<file path="src/rtl/dmem_arbiter.sv">
// dmem_arbiter: shares the data-memory port between CPU MEM stage and accelerator bursts
module dmem_arbiter #(
    parameter int ADDR_W       = 32,
    parameter int DATA_W       = 32,
    parameter int BURST_MAX    = 16,
    parameter int CPU_WAIT_MAX = 4
) (
    input  logic              clk,
    input  logic              rst,
    input  logic              cpu_memread,
    input  logic              cpu_memwrite,
    input  logic [ADDR_W-1:0] cpu_addr,
    input  logic [DATA_W-1:0] cpu_wdata,
    output logic [DATA_W-1:0] cpu_rdata,
    output logic              cpu_stall,
    input  logic              acc_req,
    input  logic              acc_we,
    input  logic              acc_last,
    input  logic [ADDR_W-1:0] acc_addr,
    input  logic [DATA_W-1:0] acc_wdata,
    output logic              acc_gnt,
    output logic [DATA_W-1:0] acc_rdata,
    output logic              acc_rvalid,
    output logic              acc_busy,
    output logic [ADDR_W-1:0] mem_addr,
    output logic [DATA_W-1:0] mem_wdata,
    output logic              mem_read,
    output logic              mem_write,
    input  logic [DATA_W-1:0] mem_rdata
);
    localparam int BW = $clog2(BURST_MAX + 1);
    localparam int WW = $clog2(CPU_WAIT_MAX + 1);

    typedef enum logic {IDLE, LOCK} state_t;

    state_t        state, state_n;
    logic [BW-1:0] beat_cnt, beat_n;
    logic [WW-1:0] wait_cnt, wait_n;
    logic          cpu_req, cpu_sel, acc_sel, stall, cpu_srv, acc_srv;

    assign cpu_req = cpu_memread | cpu_memwrite;

    // Grant decision and next-state: CPU wins in IDLE, accelerator holds the port in LOCK unless starved CPU steals a cycle
    always_comb begin
        cpu_sel  = 1'b0;
        acc_sel  = 1'b0;
        stall    = 1'b0;
        state_n  = state;
        beat_n   = beat_cnt;
        wait_n   = wait_cnt;
        if (state == IDLE) begin
            if (cpu_req) begin
                cpu_sel = 1'b1;
            end else if (acc_req) begin
                acc_sel = 1'b1;
                if (!acc_last) begin
                    state_n = LOCK;
                    beat_n  = BW'(1);
                end
            end
        end else if (cpu_req && wait_cnt == WW'(CPU_WAIT_MAX)) begin
            cpu_sel = 1'b1;
            wait_n  = '0;
        end else if (acc_req) begin
            acc_sel = 1'b1;
            stall   = cpu_req;
            beat_n  = beat_cnt + BW'(1);
            wait_n  = cpu_req ? wait_cnt + WW'(1) : '0;
            if (acc_last || beat_cnt + BW'(1) == BW'(BURST_MAX)) begin
                state_n = IDLE;
                beat_n  = '0;
                wait_n  = '0;
            end
        end else begin
            cpu_sel = cpu_req;
            wait_n  = '0;
        end
    end

    assign cpu_srv    = rst & cpu_sel;
    assign acc_srv    = rst & acc_sel;
    assign acc_gnt    = acc_srv;
    assign cpu_stall  = rst & stall;
    assign acc_busy   = state == LOCK;
    assign cpu_rdata  = mem_rdata;
    assign mem_addr   = cpu_srv ? cpu_addr : acc_srv ? acc_addr : '0;
    assign mem_wdata  = cpu_srv ? cpu_wdata : acc_srv ? acc_wdata : '0;
    assign mem_read   = cpu_srv ? cpu_memread : acc_srv & ~acc_we;
    assign mem_write  = cpu_srv ? cpu_memwrite : acc_srv & acc_we;

    // Arbitration state, counters and registered accelerator read return
    always_ff @(posedge clk or negedge rst) begin
        if (!rst) begin
            state      <= IDLE;
            beat_cnt   <= '0;
            wait_cnt   <= '0;
            acc_rvalid <= 1'b0;
            acc_rdata  <= '0;
        end else begin
            state      <= state_n;
            beat_cnt   <= beat_n;
            wait_cnt   <= wait_n;
            acc_rvalid <= acc_gnt & ~acc_we;
            if (acc_gnt && !acc_we)
                acc_rdata <= mem_rdata;
        end
    end
endmodule

</file>
<file path="config.mk">
export PLATFORM = sky130hd
export DESIGN_NAME = dmem_arbiter
export DESIGN_NICKNAME = d
export VERILOG_FILES = /design/src/rtl/dmem_arbiter.sv
export SDC_FILE = /design/constraint.sdc
export NUM_CORES = 1
export LEC_CHECK = 0
export ABC_AREA = 1
export BUFFER_PORTS_ARGS = -buffer_cell sky130_fd_sc_hd__buf_2
export CAP_MARGIN = 25
export CORE_AREA = 2 2 118 120
export DETAILED_ROUTE_END_ITERATION = 8
export DIE_AREA = 0 0 120 122
export GPL_TIMING_DRIVEN = 0
export PLACE_DENSITY = 0.67
export SLEW_MARGIN = 0
export SYNTH_ARGS = -nofsm -noshare
export SYNTH_HDL_FRONTEND = slang
export SYNTH_SLANG_ARGS = --single-unit
</file>
<file path="constraint.sdc">
create_clock -name clk -period 2.6 [get_ports clk]
set_input_delay 0.78 -clock clk [delete_from_list [all_inputs] [get_ports clk]]
set_output_delay 0.78 -clock clk [all_outputs]
set_load 0.01 [all_outputs]
</file>
==> metrics.csv <==
metric,value,unit
HP Class,primary input to asynchronous set/reset pin,
syn nets,637,
"Core Util, Final",45.31,%
FILL cells,1356,
Bufs on Longest Clock Path,2,
CTS tree,yes,
Syn. warnings,0,
per-cell routed wire length,14.83,µm
share of layout cells above drive strength 1,62.75,%
"most common cell after layout, fill and taps aside",buf_2,
Least-Margin Pin Slew,0.4486,ns
row count,43,
slack of the critical path,-0.1794,ns
crit start category,primary input,
Via-to-Cell Ratio,4.358,
outcome,finished with violations,
CP top delay family,buffers and inverters,
"Data required, critical path",1.82,ns
GP Congestion,0.8973,
worst path bufs/invs,5,
Layout area overhead,101.3,%
grt total ovfl,0,
register bit total from synthesis,42,
post-placement cell area,4786,µm²
Slew HR,69.78,%
RSZ-0062 raised after global routing,yes,
Final Critical Period,2.779,ns
Syn Std Cell Area,3039,µm²
initial antenna violation count,2,
max layer used,met4,
CTS Hold Bufs,0,
Final Hold Violating Endpoints,0,
fin. max-slew vios,0,
Port Buffers,300,
Final setup viols,66,
Mean Syn Cell Area,6.508,µm²
Unique masters post-synth,23,
wire length on met1,5683,µm
boundary pin count,301,
Detailed Route WL,14560,µm
Peak VDD IR,0.4446,mV
DR pass1 iterations,5,
clock slew at reported path FFs,0.06,ns
Detailed Place HPWL,10890,µm
post-route cell area,6118,µm²
layout net count,969,
maximum clock rate,359.8,MHz
WL met3,1428,µm
fin crit share,106.9,%
vias in the first global route,3747,
Max Cap Viol,0,
CTS Buf Count,5,
first-pass GRT wire length,19560,µm
Post-Synthesis Cells,467,
largest net degree at the start of global routing,18,
Crit. End Element,output port,
"leading cell types in the layout, fill and taps excluded","buf_2 (262), nand2_1 (168), nand2_2 (56)",
slowest library cell on the worst path,nor2_4,
CTS root buf,clkbuf_16,
"Arr. time, crit path",2.00,ns
Std-Cell Core Area,13500,µm²
crit-path max FO,6,
Power Density,564.5,nW/µm²
WL met2,7168,µm
GR Util All Layers,17.17,%
Crit Path Class,primary input to output port,
max incr delay on CP,0.17,ns
Initial Util,22.51,%
DIE AREA,14640,µm²
die width,120,µm
htree depth,2,
remaining antenna violation count,0,
leakage power,3.634,nW
CTS sink cnt,42,
worst-path cell chain,buf_8 -> nor2_4 -> a21oi_4 -> nor2_4 -> nand2_4 -> inv_8 -> buf_12 -> clkbuf_16 -> nand2_2 -> nand2_1 -> buf_2,
failing checks,negative setup slack,
insertion delay to the later sink of the worst-skew pair,0.28,ns
height of the die,122,µm
DRC viols,0,
via count,4280,
Layout Skew,0.003614,ns
Starting DRT DRC Count,229,
post-route setup TNS,-8.708,ns
sequential area share after synthesis,34.58,%
most numerous cell on the critical path,nor2_4,
## flip-flops by register name (all words and copies together) (netlist names)
register,count
acc_busy,1
acc_rdata,32
acc_rvalid,1
beat_cnt,5
wait_cnt,3
## kinds of logic (layout without fill, tap and decap cells)
group,Yosys count,count (layout),share of synthesized area [%]
buffers and inverters,70,403,15.23
other,0,2,0
adders and majority gates,3,3,1.235
xor gates and xnor gates,1,1,0.2882
and+or+nand+nor,338,338,46.27
DFF,42,42,34.58
AOI/OAI and AO/OA,13,13,2.388
## final cells by class
| cell class | count | area (µm²) | share of cell area [%] |
|---|---|---|---|
| repair buffers | 325 | 2126 | 34.74 |
| clock buffers | 8 | 166.4 | 2.720 |
| flip-flops and latches | 42 | 1051 | 17.18 |
| plain buffers | 58 | 513.0 | 8.384 |
| inverters | 12 | 52.55 | 0.8589 |
| diodes | 2 | 5.005 | 0.08180 |
| multi-input cells | 355 | 1979 | 32.35 |
| well taps | 180 | 225.2 | 3.681 |
## worst paths after layout
path / startpoint / endpoint / slack (ns) / cells after the start
max in group asynchronous: rst / beat_cnt[2]$_DFFE_PN0P_ / 1.81 / 2
max: cpu_memwrite / mem_addr[26] / -0.18 / 11
min reg2reg: acc_rdata[16]$_DFFE_PN0P_ / acc_rdata[16]$_DFFE_PN0P_ / 0.46 / 2
min: rst / acc_rdata[14]$_DFFE_PN0P_ / 0.32 / 1
max reg2reg: wait_cnt[1]$_DFFE_PN0P_ / acc_rdata[0]$_DFFE_PN0P_ / 0.81 / 11
min in group clk: acc_rdata[16]$_DFFE_PN0P_ / acc_rdata[16]$_DFFE_PN0P_ / 0.46 / 2
## per-layer routing
metal  GRT usage, %  vias up
li1               -     2112
met1          20.75     1894
met2          30.18      250
met3          4.775       24
met4          4.191        0
met5              0        -
## timing repair
action,in CTS,in global routing
gates cloned,4,5
pin swaps,9,28
setup buffers,11,4
endpoints found under the hold margin,0,0
resized for setup,92,137
setup endpoints to repair,67,67
## metrics by stage
stage	cells	setup slack [ns]	hold WS, ns	power (mW)
finish	982	-0.1794	0.3154	3.454
floorplan	467	0.1635	0.4714	1.716
CTS	971	-0.1806	0.3130	3.270
detailed placement	948	-0.5286	0.4526	2.382
global route	980	-0.2511	0.3154	3.697
global placement	947	-1.158	0.4499	2.362
## cells in the mapped netlist, drive strengths merged
master / instances / area share (%)
nor3: 3 / 0.49
a21oi: 3 / 0.62
inv: 12 / 1.5
nand4: 4 / 0.82
clkbuf: 2 / 0.25
o21ai: 8 / 1.3
dfrtp: 42 / 35
ha: 3 / 1.2
xor2: 1 / 0.29
nand2: 251 / 31
o21bai: 1 / 0.25
nor2: 9 / 1.9
nand3: 71 / 12
a31oi: 1 / 0.21
buf: 56 / 14
## power breakdown
group	internal (mW)	switching, mW	total [mW]
Sequential	0.873	0.141	1.01
Combinational	0.836	0.926	1.76
Clock	0.434	0.243	0.678
Total	2.14	1.31	3.45
## worst register-to-register path, delay by kind of cell (launching register included)
family | cells | cell delay, ns
flip-flops | 1 | 0.37
AO/OA/AOI/OAI | 1 | 0.08
buffers and inverters | 3 | 0.44
AND/OR/NAND/NOR | 6 | 0.66
adder cells (fa/ha/maj) | 1 | 0.18
No activity file was read; power rests on OpenSTA's default activity.
